===== config.mk =====
export PLATFORM = sky130hd
export DESIGN_NAME = id_ex_stage
export DESIGN_NICKNAME = d
export VERILOG_FILES = /design/src/rtl/id_ex_stage_pkg.sv /design/src/rtl/id_ex_stage_operand_sel.sv /design/src/rtl/id_ex_stage.sv
export SDC_FILE = /design/constraint.sdc
export NUM_CORES = 1
export LEC_CHECK = 0
export CORE_ASPECT_RATIO = 0.8
export CORE_UTILIZATION = 43
export DETAILED_ROUTE_END_ITERATION = 7
export HOLD_SLACK_MARGIN = 0.03
export PLACE_DENSITY_LB_ADDON = 0.25
export SETUP_SLACK_MARGIN = 0.5
export SYNTH_ARGS = -nofsm -noshare
export SYNTH_HDL_FRONTEND = slang
export SYNTH_SLANG_ARGS = --single-unit

===== constraint.sdc =====
create_clock -name iClk -period 1.92 [get_ports iClk]
set_clock_uncertainty 0.05 [all_clocks]
set_input_delay 0.48 -clock iClk [delete_from_list [all_inputs] [get_ports iClk]]
set_output_delay 0.48 -clock iClk [all_outputs]
set_load 0.1 [all_outputs]

===== src/rtl/id_ex_stage_pkg.sv =====
// Shared types for the ID/EX skid stage: FSM states, funct3 codes, entry record
// and the write-back bypass patch helper.
package id_ex_stage_pkg;

  localparam int ENTRY_DATA_W = 32;
  localparam int ENTRY_REG_W  = 5;

  typedef enum logic [1:0] {
    EMPTY = 2'd0,
    ONE   = 2'd1,
    TWO   = 2'd2
  } skidState_t;

  localparam logic [2:0] FUNCT3_ADD = 3'b000;
  localparam logic [2:0] FUNCT3_SR  = 3'b101;

  typedef struct packed {
    logic [ENTRY_DATA_W-1:0] dataA;
    logic [ENTRY_DATA_W-1:0] dataB;
    logic [2:0]              funct3;
    logic [6:0]              funct7;
    logic [ENTRY_REG_W-1:0]  rd;
    logic [ENTRY_REG_W-1:0]  rs1;
    logic [ENTRY_REG_W-1:0]  rs2;
    logic                    regWrite;
  } entry_t;

  // rs2 is stored as zero for immediate ops, so operand B is never bypassed there
  function automatic entry_t fwdPatch(input entry_t e,
                                      input logic fwdValid,
                                      input logic [ENTRY_REG_W-1:0] fwdRd,
                                      input logic [ENTRY_DATA_W-1:0] fwdData);
    entry_t r;
    r = e;
    if (fwdValid && (fwdRd != '0) && (fwdRd == e.rs1)) r.dataA = fwdData;
    if (fwdValid && (fwdRd != '0) && (fwdRd == e.rs2)) r.dataB = fwdData;
    return r;
  endfunction

endpackage


===== src/rtl/id_ex_stage_operand_sel.sv =====
// Builds the ID/EX entry from decode fields: immediate select, funct7/rd masking,
// and optional write-back bypass when ID_EX_FORWARDING_EN is defined.
module id_ex_operand_sel
  import id_ex_stage_pkg::*;
#(
  parameter int REG_ADDR_W = 5,
  parameter int DATA_W     = 32
) (
  input  logic [DATA_W-1:0]     rs1Data,
  input  logic [DATA_W-1:0]     rs2Data,
  input  logic [DATA_W-1:0]     imm,
  input  logic                  useImm,
  input  logic [2:0]            funct3,
  input  logic [6:0]            funct7,
  input  logic [REG_ADDR_W-1:0] rs1,
  input  logic [REG_ADDR_W-1:0] rs2,
  input  logic [REG_ADDR_W-1:0] rd,
  input  logic                  regWrite,
`ifdef ID_EX_FORWARDING_EN
  input  logic                  fwdValid,
  input  logic [REG_ADDR_W-1:0] fwdRd,
  input  logic [DATA_W-1:0]     fwdData,
`endif
  output entry_t                captured
);

  // Shift-right keeps funct7 so SRAI survives; other immediates must never look like SUB
  always_comb begin
    captured          = '0;
    captured.dataA    = rs1Data;
    captured.dataB    = useImm ? imm : rs2Data;
    captured.funct3   = funct3;
    captured.funct7   = (useImm && (funct3 != FUNCT3_SR)) ? 7'b0 : funct7;
    captured.rd       = rd;
    captured.rs1      = rs1;
    captured.rs2      = useImm ? '0 : rs2;
    captured.regWrite = regWrite && (rd != '0);
`ifdef ID_EX_FORWARDING_EN
    captured = fwdPatch(captured, fwdValid, fwdRd, fwdData);
`endif
  end

endmodule


===== src/rtl/id_ex_stage.sv =====
// ID/EX pipeline register as a two-entry skid buffer (EMPTY/ONE/TWO).
// Define ID_EX_FORWARDING_EN to add the iFwd* write-back bypass ports.
module id_ex_stage
  import id_ex_stage_pkg::*;
#(
  parameter int REG_ADDR_W = 5,
  parameter int DATA_W     = 32
) (
  input  logic                  iClk,
  input  logic                  iRstN,
  input  logic                  iValid,
  output logic                  oReady,
  input  logic [DATA_W-1:0]     iRs1Data,
  input  logic [DATA_W-1:0]     iRs2Data,
  input  logic [DATA_W-1:0]     iImm,
  input  logic                  iUseImm,
  input  logic [2:0]            iFunct3,
  input  logic [6:0]            iFunct7,
  input  logic [REG_ADDR_W-1:0] iRs1,
  input  logic [REG_ADDR_W-1:0] iRs2,
  input  logic [REG_ADDR_W-1:0] iRd,
  input  logic                  iRegWrite,
  input  logic                  iFlush,
`ifdef ID_EX_FORWARDING_EN
  input  logic                  iFwdValid,
  input  logic [REG_ADDR_W-1:0] iFwdRd,
  input  logic [DATA_W-1:0]     iFwdData,
`endif
  output logic                  oValid,
  input  logic                  iReady,
  output logic [DATA_W-1:0]     oDataA,
  output logic [DATA_W-1:0]     oDataB,
  output logic [2:0]            oFunct3,
  output logic [6:0]            oFunct7,
  output logic [REG_ADDR_W-1:0] oRd,
  output logic                  oRegWrite
);

  skidState_t state, nextState;
  entry_t     mainEntry, skidEntry, mainNext, skidNext;
  entry_t     mainHeld, skidHeld, captured;
  logic       readyReg, inXfer, outXfer;

  id_ex_operand_sel #(.REG_ADDR_W(REG_ADDR_W), .DATA_W(DATA_W)) operandSel (
    .rs1Data  (iRs1Data),
    .rs2Data  (iRs2Data),
    .imm      (iImm),
    .useImm   (iUseImm),
    .funct3   (iFunct3),
    .funct7   (iFunct7),
    .rs1      (iRs1),
    .rs2      (iRs2),
    .rd       (iRd),
    .regWrite (iRegWrite),
`ifdef ID_EX_FORWARDING_EN
    .fwdValid (iFwdValid),
    .fwdRd    (iFwdRd),
    .fwdData  (iFwdData),
`endif
    .captured (captured)
  );

`ifdef ID_EX_FORWARDING_EN
  assign mainHeld = fwdPatch(mainEntry, iFwdValid, iFwdRd, iFwdData);
  assign skidHeld = fwdPatch(skidEntry, iFwdValid, iFwdRd, iFwdData);
`else
  assign mainHeld = mainEntry;
  assign skidHeld = skidEntry;
`endif

  assign oReady  = readyReg;
  assign oValid  = (state != EMPTY);
  assign inXfer  = iValid && readyReg;
  assign outXfer = oValid && iReady;

  always_ff @(posedge iClk) begin
    if (!iRstN) begin
      state     <= EMPTY;
      readyReg  <= 1'b1;
      mainEntry <= '0;
      skidEntry <= '0;
    end else begin
      state     <= nextState;
      readyReg  <= (nextState != TWO);
      mainEntry <= mainNext;
      skidEntry <= skidNext;
    end
  end

  // Flush wins over every handshake and leaves the visible fields untouched
  always_comb begin
    nextState = state;
    mainNext  = mainEntry;
    skidNext  = skidEntry;
    if (!iFlush) begin
      unique case (state)
        EMPTY: begin
          if (inXfer) begin
            nextState = ONE;
            mainNext  = captured;
          end
        end
        ONE: begin
          mainNext = mainHeld;
          if (inXfer && outXfer) begin
            mainNext = captured;
          end else if (inXfer) begin
            nextState = TWO;
            skidNext  = captured;
          end else if (outXfer) begin
            nextState = EMPTY;
          end
        end
        TWO: begin
          mainNext = mainHeld;
          skidNext = skidHeld;
          if (outXfer) begin
            nextState = ONE;
            mainNext  = skidHeld;
          end
        end
        default: nextState = EMPTY;
      endcase
    end else begin
      nextState = EMPTY;
    end
  end

  assign oDataA    = mainEntry.dataA;
  assign oDataB    = mainEntry.dataB;
  assign oFunct3   = mainEntry.funct3;
  assign oFunct7   = mainEntry.funct7;
  assign oRd       = mainEntry.rd;
  assign oRegWrite = mainEntry.regWrite;

endmodule


==> impl_metrics.yaml, run 1 <==
outcome:
  outcome: "completed"
timing:
  maxSlewHeadroom_pct: 65.1
  hold_viol_final: 0
  final_max_slew_viol_count: 0
  whs_ns: 0.403
  finalCritPeriodShare_pct: 94.2
  clock.fmax_ghz: 0.553
  finalSetupViolCount: 0
  rsz0062_at_grt: "yes"
  timing.final.ws_setup_ns: 0.111
  layout_min_cycle_time_ns: 1.81
  fin_tns_setup_ns: 0
  tightest_slew_ns: 0.510
grt:
  grt_pass1_wl_um: 38000
  grt_usage_pct: 28.4
  gr-total-overflow: 0
  grt_pass1_vias: 6975
  grt_antenna_before_repair: 1
  grt_max_degree: 37
power:
  ir_drop_mv: 0.701
  power_density_nw_per_um2: 734
  p_leak_nw: 6.36
  finalPower_mw: 9.81
die:
  io_pins: 210
  start_util_pct: 44.8
  rows: 41
  fp.coreArea_sq_um: 16000
  die_w_um: 146
  dieArea_sq_um: 17200
  die_h_um: 117
critical_path:
  cp_max_fo: 6
  start_kind: "flop"
  critPathBufInv: 3
  critPathKind: "reg2reg"
  crit_arrival_ns: 2.08
  cp_slowest_cell: "or3b_4"
  path_delay_family: "simple AND/OR/NAND/NOR gates"
  crit_chain: "nand4bb_4 -> buf_6 -> or3b_4 -> buf_12 -> clkbuf_16 -> nand2_2 -> a21boi_1"
  cp.required_ns: 2.19
  cp-end-kind: "flop"
  slowest_delay_ns: 0.44
finish:
  finalInstanceArea_sq_um: 13400
  final_nets: 1186
  syn2layout_area_growth_pct: 86.5
  drive_above_1_share_pct: 41.1
  utilization_pct: 83.5
  regArea_sq_um: 3390
  multi_input_area_sq_um: 4120
  fillers: 838
  post_layout_nonfiller_instances: 1288
synthesis:
  dominantRegCellSynth: "dfxtp_1"
  synth_enable_flop_cells: 0
  synth_cell_types: 28
  synth_nets: 904
  seq_area_frac_synth_pct: 45.6
  ys_warn_count: 0
  async_flop_share_pct: 0
  ys_ff_latch: 163
  syn_area_per_cell_sq_um: 9.23
  syn_inst: 776
  netlist_area_sq_um: 7160
placement:
  port_buffers: 199
  place_ws_ns: -0.358
  place.gp.congestion: 0.773
  place_area_sq_um: 10700
  dp_hpwl_um: 13100
  placedCellCount: 1171
hold_path:
  hold_path_class: "reg2reg"
clocking:
  cts_tree: "yes"
  hold_buffers: 0
  path_clk_slew_ns: 0.06
  clock_sink_count: 163
  htreeDepth: 4
  cts-root-buf: "clkbuf_16"
  clkLatencyLatePin_ns: 0.43
  clockBufferDepth: 2
  cts_buffers: 17
route:
  drt_iter0_drc: 443
  wl_um: 26400
  final_antenna_net_count: 0
  vias_per_cell: 5.51
  wl_per_cell_um: 20.5
  first_pass_iters: 5
  vias: 7102
  drc: 0
job:
  drv_cap: 0
-- flip-flops by register name (all words and copies together) (netlist names) --
name / cells
skidEntry: 80
oFunct7: 7
oRegWrite: 1
state: 2
oRd: 5
oDataA: 32
oDataB: 32
oFunct3: 3
oReady: 1
-- placed cells by master (no fill, tap or decap), types with 32 or more instances in the layout --
cell / n
mux2i_1: 81
o211ai_1: 32
o211a_1: 73
dfxtp_2: 75
nand2_1: 168
nand2_4: 39
clkdlybuf4s50_1: 112
buf_4: 50
a21boi_1: 57
buf_12: 117
dfxtp_1: 80
-- power by group --
group	leakage, nW	total [mW]	switching [mW]	internal [mW]
registers	1.36	3.65	0.129	3.52
logic	4.69	2.40	1.31	1.09
clock network	0.308	3.75	1.46	2.30
total	6.36	9.81	2.89	6.91
-- worst min-delay path: stages, from the launching register on --
cell and delay (ns):
dfxtp_1 0.31, nand2_1 0.05, a21boi_1 0.05
-- synthesized netlist by cell type (2+ instances only) --
cell type    n  share of area (%)
nand2_1    234                 12
mux2i_1     81                 11
o211a_1     73                 10
a21boi_0    35                3.7
buf_2       38                2.7
o21ai_1      2               0.14
or3_1        7               0.61
nor3_1       2               0.14
a21boi_1    53                5.6
o211ai_1    32                3.4
nand3_1      8               0.56
nand2b_1     2               0.17
clkbuf_1    24                1.3
o21a_1       2               0.21
nor2b_1      2               0.17
buf_4        7               0.73
dfxtp_1    163                 46
-- layer usage --
layer  track usage [%]  routed length, um  part of all wire [%]
met5                 0                  0                     0
met4              8.98                538                   2.0
met3              7.63               1580                   6.0
met2              47.7              13400                    51
met1              35.3              11000                    41
-- logic make-up (layout without fill, tap and decap cells) --
logic type             after synthesis  after routing  synth area share [%]
buffers and inverters               70            365                  4.70
flip-flops                         163            163                  45.6
multiplexers                        81             81                  11.3
AO/OA/AOI/OAI                      200            200                  23.4
other                                0              2                     0
AND/OR/NAND/NOR                    262            262                  15.0
-- final cells by class --
cell class              instances  area share, %
repair buffers                332           36.9
multi-input cells             543           30.8
flip-flops and latches        163           25.4
clock buffers                  22           3.55
well taps                     215           2.01
clock inverters                10           1.27
diodes                          2         0.0375
inverters                       1         0.0281
-- final timing paths --
path | from | end | slack [ns] | depth (start not counted)
min reg2reg | skidEntry[16]$_SDFFE_PN0P_ | skidEntry[16]$_SDFFE_PN0P_ | 0.40 | 2
max reg2reg | state[1]$_SDFF_PN0_ | skidEntry[13]$_SDFFE_PN0P_ | 0.11 | 7
max | state[1]$_SDFF_PN0_ | skidEntry[13]$_SDFFE_PN0P_ | 0.11 | 7
min | skidEntry[16]$_SDFFE_PN0P_ | skidEntry[16]$_SDFFE_PN0P_ | 0.40 | 2
-- repair_timing --
item                                    4_1_cts  5_1_grt
setup buffers                                36       19
endpoints found under the setup margin      244      244
gates resized for setup                     144      109
gates cloned                                 25        3
pin swaps                                    55       38
No activity file was read; power rests on OpenSTA's default activity.
==> inputs of run 2 (changes only) <==
- DONT_BUFFER_PORTS: default -> 1
- clock period: 1.92 -> 1.75 ns (I/O delays scaled with it)
==> impl_metrics.yaml, run 2 (synthesized netlist as in run 1, its figures left out) <==
finish:
  drive_above_1_share_pct: 37.9
  fillers: 1244
  diodes: 0
  syn2layout_area_growth_pct: 41.3
  finalInstanceArea_sq_um: 10100
  mostFrequentLayoutCell: "nand2_1"
  largest-register: "skidEntry"
  utilization_pct: 63.2
  final_nets: 945
  final_cell_mix: "nand2_1, mux2i_1, dfxtp_1"
  largest_reg_flops: 80
route:
  final_antenna_net_count: 0
  wl_per_cell_um: 21.1
  first_pass_iters: 7
  vias: 6038
  wl_um: 22100
  vias_per_cell: 5.78
  drc: 0
  drt_iter0_drc: 365
placement:
  place_area_sq_um: 7520
  place_ws_ns: -0.0933
  port_buffers: 0
  dp_hpwl_um: 11200
  place.gp.congestion: 0.778
critical_path:
  cp-end-kind: "flop"
  cp_max_fo: 5
  start_kind: "flop"
  crit_arrival_ns: 2.08
  cp.required_ns: 2.04
  critPathKind: "reg2reg"
  slowest_delay_ns: 0.33
  rr_worst_depth: 9
  crit_chain: "nand4bb_4 -> buf_12 -> nor3b_4 -> buf_6 -> buf_12 -> buf_12 -> buf_12 -> nand2_4 -> a21boi_2"
  cpMostUsedCell: "buf_12"
  cp_slowest_cell: "dfxtp_2"
die:
  die_w_um: 146
  dieArea_sq_um: 17200
  fp.coreArea_sq_um: 16000
  die_h_um: 117
  start_util_pct: 44.8
  rows: 41
  io_pins: 210
clocking:
  cts_tree: "yes"
  hold_buffers: 0
  clkLatencyLatePin_ns: 0.42
  cts_buffers: 17
  clock_sink_count: 163
  clockBufferDepth: 2
  path_clk_slew_ns: 0.06
  htreeDepth: 4
  cts-root-buf: "clkbuf_16"
timing:
  layout_min_cycle_time_ns: 1.79
  timing.final.ws_setup_ns: -0.0370
  finalCritPeriodShare_pct: 102
  clock.fmax_ghz: 0.560
  rsz0062_at_grt: "yes"
  finalSetupViolCount: 35
  tightest_slew_ns: 0.828
  final_max_slew_viol_count: 0
  maxSlewHeadroom_pct: 44.4
  hold_viol_final: 0
power:
  clkPwrFrac_pct: 38.5
  pwr-share-comb_pct: 9.5
  p_leak_nw: 4.85
  seqPwrFrac_pct: 51.9
  power_density_nw_per_um2: 900
  intPower_mw: 6.31
  ir_drop_mv: 0.617
  p_sw_mw: 2.79
  netSwitchingFraction_pct: 30.7
outcome:
  outcome: "finished with violations"
  violations: "setup timing"
grt:
  grt_usage_pct: 22.6
  grt_pass1_vias: 5827
  grt_max_degree: 163
  grt_antenna_before_repair: 0
  grt_pass1_wl_um: 30500
  gr-total-overflow: 0
hold_path:
  hold-path-cell-count: 2
  hold_path_class: "in2reg"
job:
  drv_cap: 0
[run 2: worst max-delay path: cells and delay by family, from the launching register on]
family	cells	cell delay, ns
compound gates	1	0.15
buf+inv	5	0.70
flops	1	0.33
simple gates	3	0.48
[run 2: area by class of cell]
class	instances	area [sq um]	share of cell area, %
Clock buffer	21	460	4.55
Clock inverter	10	86.3	0.853
Inverter	1	3.75	0.0371
Multi-Input combinational cell	544	4120	40.7
Sequential cell	163	3560	35.2
Tap cell	215	269	2.66
Timing Repair Buffer	90	1620	16.0
[run 2: repair_timing]
| item | 4_1_cts | 5_1_grt |
|---|---|---|
| endpoints found under the setup margin | 245 | 245 |
| pin swaps | 41 | 112 |
| setup buffers | 26 | 10 |
| cloned | 16 | 15 |
| resized for setup | 94 | 222 |
[run 2: path summary, 6_finish.rpt]
path                                   start                    endpoint  slack [ns]
hold / removal                    iFunct3[0]  skidEntry[23]$_SDFFE_PN0P_        0.09
setup reg to reg         state[1]$_SDFF_PN0_  skidEntry[83]$_SDFFE_PN0P_       -0.04
setup / recovery         state[1]$_SDFF_PN0_  skidEntry[83]$_SDFFE_PN0P_       -0.04
hold reg to reg   skidEntry[17]$_SDFFE_PN0P_  skidEntry[17]$_SDFFE_PN0P_        0.40
[run 2: per-stage QoR]
step,instances,total power [mW],setup TNS (ns),hold slack (ns)
finish,1044,9.11,-0.376,0.0897
global placement,946,5.37,-0.881,0.388
CTS,1019,9.05,0,0.0832
floorplan,776,5.32,0,0.380
detailed placement,946,5.39,-2.35,0.394
global route,1044,9.41,-6.17,0.0572
[run 2: power by group through the flow]
| stage | clock network, mW | logic, mW | registers, mW |
|---|---|---|---|
| global route | 3.74 | 0.926 | 4.74 |
| floorplan | 0 | 0.478 | 4.84 |
| detailed placement | 0 | 0.528 | 4.87 |
| finish | 3.51 | 0.867 | 4.73 |
| CTS | 3.56 | 0.710 | 4.78 |
| global placement | 0 | 0.504 | 4.86 |
[run 2: metal layers]
layer	track usage [%]	up-vias	wire length [um]
met2	39.4	222	11100
met1	25.4	2986	8900
li1	-	2804	-
met3	8.72	26	1760
met5	0	-	0
met4	6.38	0	292
==> inputs of run 3 (changes only) <==
- CORE_MARGIN: default -> 3
==> impl_metrics.yaml, run 3 (synthesized netlist as in run 1, its figures left out) <==
timing:
  hold_viol_final: 0
  maxSlewHeadroom_pct: 28.4
  rsz0062_at_grt: "yes"
  timing.final.ws_setup_ns: 0.0259
  tightest_slew_ns: 1.07
  finalSetupViolCount: 0
  layout_min_cycle_time_ns: 1.72
  finalCritPeriodShare_pct: 98.5
  fin_tns_setup_ns: 0
  final_max_slew_viol_count: 0
  clock.fmax_ghz: 0.580
  whs_ns: 0.0847
route:
  drt_iter0_drc: 420
  wl_per_cell_um: 21.1
  wl_um: 22200
  first_pass_iters: 5
  final_antenna_net_count: 0
  vias_per_cell: 5.74
  drc: 0
  vias: 6066
hold_path:
  hold-path-cell-count: 2
  whs_endpoint: "skidEntry[88]$_SDFFE_PN0P_"
  hp-start: "iRs1Data[30]"
  hold_path_class: "in2reg"
critical_path:
  r2r-end: "skidEntry[54]$_SDFFE_PN0P_"
  cp.required_ns: 1.26
  start_kind: "flop"
  crit_arrival_ns: 1.24
  ff2ff_setup_slack_ns: 0.04
  reg2reg_from: "state[1]$_SDFF_PN0_"
  critPathKind: "reg2out"
  rr_worst_depth: 8
  cp_max_fo: 4
  cp-end-kind: "output pin"
grt:
  grt_antenna_before_repair: 0
  grt_usage_pct: 22.9
  grt_max_degree: 163
  grt_pass1_vias: 6048
  grt_pass1_wl_um: 32400
  gr-total-overflow: 0
finish:
  fillers: 1173
  syn2layout_area_growth_pct: 48.5
  diodes: 0
  drive_above_1_share_pct: 43.9
  final_cell_mix: "nand2_1, dfxtp_4, dfxtp_1"
  mostFrequentLayoutCell: "nand2_1"
  largest-register: "skidEntry"
  largest_reg_flops: 80
  final_nets: 956
  post_layout_nonfiller_instances: 1056
power:
  finalPower_mw: 9.57
  ir_drop_mv: 0.774
  p_leak_nw: 4.88
  power_density_nw_per_um2: 900
die:
  dieArea_sq_um: 18300
  die_h_um: 121
  start_util_pct: 44.6
  fp.coreArea_sq_um: 16100
  rows: 41
  die_w_um: 150
  io_pins: 210
placement:
  place_ws_ns: -0.0243
  port_buffers: 0
  place.gp.congestion: 0.760
  placedCellCount: 955
  dp_hpwl_um: 11400
job:
  drv_cap: 0
clocking:
  path_clk_slew_ns: 0.06
  cts_tree: "yes"
  clock_sink_count: 163
  cts_buffers: 17
  cts-root-buf: "clkbuf_16"
  htreeDepth: 4
  clockBufferDepth: 2
  hold_buffers: 0
  clkLatencyLatePin_ns: 0.42
outcome:
  outcome: "completed"
run 3: how the worst max path moves through the flow:
stage | from | endpoint
2_1_floorplan | oReady$_SDFF_PN1_ | skidEntry[27]$_SDFFE_PN0P_
3_3_place_gp | iFlush | skidEntry[19]$_SDFFE_PN0P_
3_5_place_dp | iFlush | skidEntry[18]$_SDFFE_PN0P_
4_1_cts | state[1]$_SDFF_PN0_ | oValid
5_1_grt | state[1]$_SDFF_PN0_ | skidEntry[54]$_SDFFE_PN0P_
6_report | state[1]$_SDFF_PN0_ | oValid
run 3: cell type report:
class	count	area [sq um]	area share [%]
Tap cell	215	269	2.53
Sequential cell	163	3570	33.6
Multi-Input combinational cell	545	4330	40.7
Clock buffer	21	470	4.42
Timing Repair Buffer	100	1840	17.3
Clock inverter	11	148	1.39
Inverter	1	3.75	0.0353
run 3: metrics by stage:
stage               cell area [sq um]  util [%]
detailed placement               7630      47.5
global route                    10600      66.2
finish                          10600      66.2
global placement                 7630      47.5
floorplan                        7350         -
CTS                              9980      62.2
run 3: per-layer routing:
layer / GRT usage, % / up-vias / wire length [um]
met2: 36.9 / 203 / 11000
met4: 11.0 / 0 / 439
met1: 27.6 / 2967 / 9050
met5: 0 / - / 0
li1: - / 2859 / -
met3: 7.47 / 37 / 1780
run 3: report_power, final:
group	internal (mW)	switching, mW
registers	3.81	0.917
logic	0.524	0.411
clock network	2.37	1.53
run 3: what timing repair did:
item,CTS,global route
endpoints found under the hold margin,0,0
buffers inserted,32,5
setup endpoints to repair,245,245
gates resized for setup,273,121
gates cloned,27,5
pin swaps,108,67
run 3: worst max-delay path, stage by stage, from the launching register on:
cell and delay, ns:
dfxtp_4 0.36, buf_6 0.11, or2_4 0.35
